File: src/rtl/if_id_stage.sv
// Instruction fetch stage and IF/ID pipeline register.
// Owns the PC, redirects on flush and counts stalled cycles.
module if_id_stage #(
  parameter logic [31:0] PC_RESET = 32'h0000_0000,
  parameter logic [31:0] NOP      = 32'h0000_0000
) (
  input  logic        Clk,
  input  logic        Reset,
  input  logic        Stall,
  input  logic        Flush,
  input  logic [31:0] BranchTarget,
  input  logic [31:0] IMemData,
  output logic [31:0] IMemAddr,
  output logic [31:0] Instr_ID,
  output logic [31:0] PCPlus4_ID,
  output logic        Valid_ID,
  output logic [4:0]  Rs_ID,
  output logic [4:0]  Rt_ID,
  output logic [15:0] StallCount
);

  typedef struct packed {
    logic [31:0] instr;
    logic [31:0] pc4;
    logic        valid;
  } if_id_t;

  localparam logic [31:0] PcRst = {PC_RESET[31:2], 2'b00};

  logic [31:0] pc_q, pc_d;
  if_id_t      ifid_q, ifid_d;
  logic [15:0] cnt_q, cnt_d;
  logic [31:0] pc_inc;

  assign pc_inc = pc_q + 32'd4;

  always_comb begin
    pc_d   = pc_q;
    ifid_d = ifid_q;
    cnt_d  = cnt_q;
    unique case (1'b1)
      Flush: begin
        pc_d   = {BranchTarget[31:2], 2'b00};
        ifid_d = '{instr: NOP, pc4: 32'd0, valid: 1'b0};
      end
      Stall && !Flush: begin
        // Saturate so a long hang is still visible as all-ones.
        if (cnt_q != 16'hFFFF)
          cnt_d = cnt_q + 16'd1;
      end
      default: begin
        pc_d   = pc_inc;
        ifid_d = '{instr: IMemData, pc4: pc_inc, valid: 1'b1};
      end
    endcase
  end

  always_ff @(posedge Clk) begin
    if (Reset) begin
      pc_q   <= PcRst;
      ifid_q <= '{instr: NOP, pc4: 32'd0, valid: 1'b0};
      cnt_q  <= 16'd0;
    end else begin
      pc_q   <= pc_d;
      ifid_q <= ifid_d;
      cnt_q  <= cnt_d;
    end
  end

  assign IMemAddr   = pc_q;
  assign Instr_ID   = ifid_q.instr;
  assign PCPlus4_ID = ifid_q.pc4;
  assign Valid_ID   = ifid_q.valid;
  assign Rs_ID      = ifid_q.instr[25:21];
  assign Rt_ID      = ifid_q.instr[20:16];
  assign StallCount = cnt_q;

endmodule

File: config.mk
export PLATFORM = sky130hd
export DESIGN_NAME = if_id_stage
export DESIGN_NICKNAME = d
export VERILOG_FILES = /design/src/rtl/if_id_stage.sv
export SDC_FILE = /design/constraint.sdc
export NUM_CORES = 1
export LEC_CHECK = 0
export CORE_ASPECT_RATIO = 0.8
export CORE_MARGIN = 2
export CORE_UTILIZATION = 40
export DETAILED_ROUTE_END_ITERATION = 7
export GPL_ROUTABILITY_DRIVEN = 0
export HOLD_SLACK_MARGIN = 0.1
export PLACE_DENSITY = 0.77
export REMOVE_ABC_BUFFERS = 1
export SKIP_CTS_REPAIR_TIMING = 1
export SYNTH_ARGS = -nofsm -noshare
export SYNTH_HDL_FRONTEND = slang
export SYNTH_SLANG_ARGS = --single-unit
File: constraint.sdc
create_clock -name Clk -period 1.95 [get_ports Clk]
set_input_delay 0.2925 -clock Clk [delete_from_list [all_inputs] [get_ports Clk]]
set_output_delay 0.2925 -clock Clk [all_outputs]
set_load 0.05 [all_outputs]
* Word-level counts from Yosys, hierarchy flattened *
Cells that the tools add are included.
W data, S select, Z words.

storage, ports and cells
  register bits = 113
  input bits = 68
  output and inout bits = 123
  word-level logic and storage cells = 13

cells by class
  add/sub/neg operators = 2
  eq/ne operators = 1
  multiplexer cells = 2
  reductions and logical operators = 3

operator list
  cell                     number
  $pmux W65 S2             1
  $pmux W32 S2             1
  $add A32 B3 Y32 const B  1
  $add A16 B1 Y16 const B  1
  $ne A16 B16 Y1 const B   1
  $reduce_and A2 Y1        1
  $logic_and A1 B1 Y1      1
  $logic_not A1 Y1         1

* Depth between registers and ports, before layout *
  depth after elaboration = 3
  gate-level depth with buffers = 7
  depth with buffers taken out = 6

* Worst setup path after synthesis *
OpenSTA, ideal clock, no wires.

  path type = register -> register
  start = reg pc_q[9], in the netlist IMemAddr[9]
  end = reg pc_q[28], in the netlist IMemAddr[28]
  setup time = 71 ps
  data arrival time = 2494 ps
  required time = 1879 ps
  path slack = -615 ps
  stages on the path, launching flop included = 8
  buffers on the path = 2
  period minus slack after synthesis = 2565 ps
  cells stage by stage = dfxtp_1 > buf_2 > nand4_4 > or4_1 > buf_4 > or4_1 > a21oi_1 > o21bai_1

on the way
  longest elaborated chain between the ends = 2

ends and longest elaborated chain
  item                      RTL line  RTL
  start: declaration        30        logic [31:0] pc_q, pc_d;
  start signal: assignment  60        pc_q <= PcRst;
  start signal: assignment  64        pc_q <= pc_d;
  $add A32 B3 Y32           35        assign pc_inc = pc_q + 32'd4;
  $pmux W32 S2              41        unique case (1'b1)

No other way between the ends.
A chain may end at the register's enable or synchronous reset.

* Worst setup path after layout *
  start = reg pc_q[3], in the netlist IMemAddr[3]
  end = reg ifid_q (netlist bit PCPlus4_ID[30])

on the way
  longest elaborated chain between the ends = 2

ends and longest elaborated chain
  item                    RTL line  RTL
  $add A32 B3 Y32         35
  $pmux W65 S2            41
  end signal: assignment  61        ifid_q <= '{instr: NOP, pc4: 32'd0, valid: 1'b0};
  end signal: assignment  65        ifid_q <= ifid_d;
  end: declaration        31        if_id_t ifid_q, ifid_d;

No other way between the ends.

==> reports/qor.txt <==
status = finished with violations
failing checks = negative setup slack
Seq pwr share = 45.1%
Pleak = 3.208 nW
sw frac = 27.34%
n_diodes = 0
first-pass GRT wire length = 23290 um
die area = 13420 um^2
relative max-transition margin = 62.56%
Root Buffer = clkbuf_16
max-slew violations = 0
CTS tree = built
min-delay worst type = in2reg
average size of a mapped cell = 8.669 um^2
CTS buffer count = 9
Hold WS = 0.2835 ns
HPWL after DPL = 10790 um
largest net degree at the start of global routing = 46
r2r worst-path depth = 7
area of the core = 12210 um^2
final core occ = 63.42%
die width = 129.0 um
GR Overflow Total = 0
Starting Density = 40.98%
layout cells sized above 1 = 12.58%
number of synthesized flops with an enable pin = 0
Max IR drop VDD = 0.5274 mV
GRT Resource Usage Total = 21.46%
DR iter-0 viols = 290
Clk pwr share = 35.8%
area share of the leading cell type in the synthesized netlist = 44.02%
Synth Instances = 577
clk_skew = 0.006517 ns
ys async rst share = 0%
Die Ht = 104.0 um
Pre-Repair DR Iteration Count = 4
reg-to-reg endpoint = PCPlus4_ID[30]
Critical Path Sink Type = flip-flop
CP max FO = 5
via count = 4809
Synth area leader = dfxtp_1
Post-Place Setup Slack = -0.1421 ns
Detailed Route WL = 14830 um
CP Data Arrival Time = 2.19 ns
cell area after layout = 7741 um^2
Internal = 3.860 mW
post-route ant nets = 0
clock buffer depth = 2
Fin. Hold Viols = 0
Crit Path Class = reg2reg
Seq/Total Area, Yosys = 44.02%
Crit Reg-Reg Startpoint = IMemAddr[3]
synth-to-layout area growth = 54.75%
Hold Path Cell Cnt = 2
maxcap violations = 0
Synth warnings = 0
vias in the first global route = 4642
WHS Endpoint = StallCount[13]
Clk pin slew, worst setup/hold paths = 0.07 ns
H-tree depth = 3
Post-DP Area = 7211 um^2
Seq cells post-synth = 110
PwrDens = 686.2 nW/um^2
Final setup viols = 1
drc violations = 0
Sink Count = 110
Rows = 36
Final period util = 100.5%
IO Count = 191
top-count cell post-synth = dfxtp_1
initial antenna violation count = 0
Hold Path Origin = Reset
RSZ-0062 raised after global routing = yes
WP data required = 2.19 ns
via density per instance = 5.062
Least-Margin Pin Slew = 0.5616 ns
synth top area cells = dfxtp_1, mux2i_1, nor2_1
Max Freq = 510.5 MHz
Net Switching = 1.453 mW
Comb power frac = 19.0%
worst reg2reg setup slack = -0.009 ns
Post-Syn Area = 5002 um^2
WL per Instance = 15.61 um
Distinct cells, synth = 46
Worst Setup Start Kind = flip-flop
setup slack after layout = -0.008820 ns
Synth Flop Type = dfxtp_1
nets = 845
commonest cells in the netlist = dfxtp_1, nor2_1, nand2_1
clock network latency to the later pin of the worst-skew pair = 0.34 ns
Final min period = 1.959 ns
IO buf count = 186
-- state kept, by name, summed over array words and instances, names as in the netlist --
register and flops:
Valid_ID 1, Instr_ID 32, PCPlus4_ID 31, IMemAddr 30, StallCount 16
-- logic make-up after synthesis --
| family | share of synthesized area (%) |
|---|---|
| AND/OR/NAND/NOR | 22.59 |
| flip-flops | 44.02 |
| AO/OA/AOI/OAI | 9.155 |
| XOR/XNOR | 10.68 |
| buffers and inverters | 5.578 |
| multiplexers | 7.404 |
| adder cells (fa/ha/maj) | 0.5002 |
| other | 0.07497 |
-- power by group through the flow --
stage	logic, mW	registers (mW)	clock network (mW)
2_1_floorplan	0.205	2.75	0
3_3_place_gp	0.990	2.44	0
3_5_place_dp	1.00	2.44	0
4_1_cts	1.01	2.39	1.95
5_1_grt	1.07	2.41	2.04
6_report	1.01	2.40	1.90
-- critical path, stage by stage, from the launching register on --
cell	delay (ns)
dfxtp_2	0.36
ha_4	0.15
nand3_4	0.08
or4_4	0.57
buf_12	0.17
nor4_4	0.28
xnor2_1	0.16
o21ai_1	0.07
-- how the worst max path moves through the flow --
| stage | startpoint | end | slack [ns] | cells after the start |
|---|---|---|---|---|
| detailed placement | IMemAddr[3] | PCPlus4_ID[30] | -0.14 | 7 |
| global placement | IMemAddr[2] | IMemAddr[28] | -0.07 | 6 |
| finish | IMemAddr[3] | PCPlus4_ID[30] | -0.009 | 7 |
| CTS | IMemAddr[3] | PCPlus4_ID[30] | -0.16 | 7 |
| global route | IMemAddr[3] | PCPlus4_ID[30] | -0.1 | 7 |
| floorplan | IMemAddr[2] | IMemAddr[28] | -0.85 | 6 |
-- area by class of cell --
class	count	area [um^2]
Clock buffer	10	229.0
Clock inverter	5	75.07
Fill cell	1048	4466
Inverter	6	22.52
Multi-Input combinational cell	408	2636
Sequential cell	110	2205
Tap cell	171	214.0
Timing Repair Buffer	240	2360
-- metrics by stage --
stage,power [mW],instances,setup TNS (ns)
floorplan,2.958,524,-12.85
global placement,3.428,930,-0.2238
detailed placement,3.448,930,-0.6556
CTS,5.350,945,-0.8423
global route,5.515,950,-0.5614
finish,5.312,950,-0.008820
-- layout by cell type, fill, tap and decap left out, types with 19 or more instances in the layout --
| master | synthesis | final |
|---|---|---|
| a21oi_1 | 22 | 21 |
| buf_4 | 14 | 59 |
| xor2_1 | 34 | 34 |
| dfxtp_1 | 110 | 108 |
| nand3_1 | 21 | 19 |
| nand2_1 | 41 | 41 |
| nor2_1 | 93 | 93 |
| xnor2_1 | 27 | 27 |
| clkdlybuf4s50_1 | 0 | 156 |
| mux2i_1 | 37 | 37 |
-- per-layer routing --
layer	track usage [%]	share of wire, %	vias up
li1	-	-	2363
met1	28.87	42	2243
met2	34.20	49	179
met3	4.990	7.0	24
met4	6.522	1.8	0
met5	0	0	-
No activity file was read; power rests on OpenSTA's default activity.
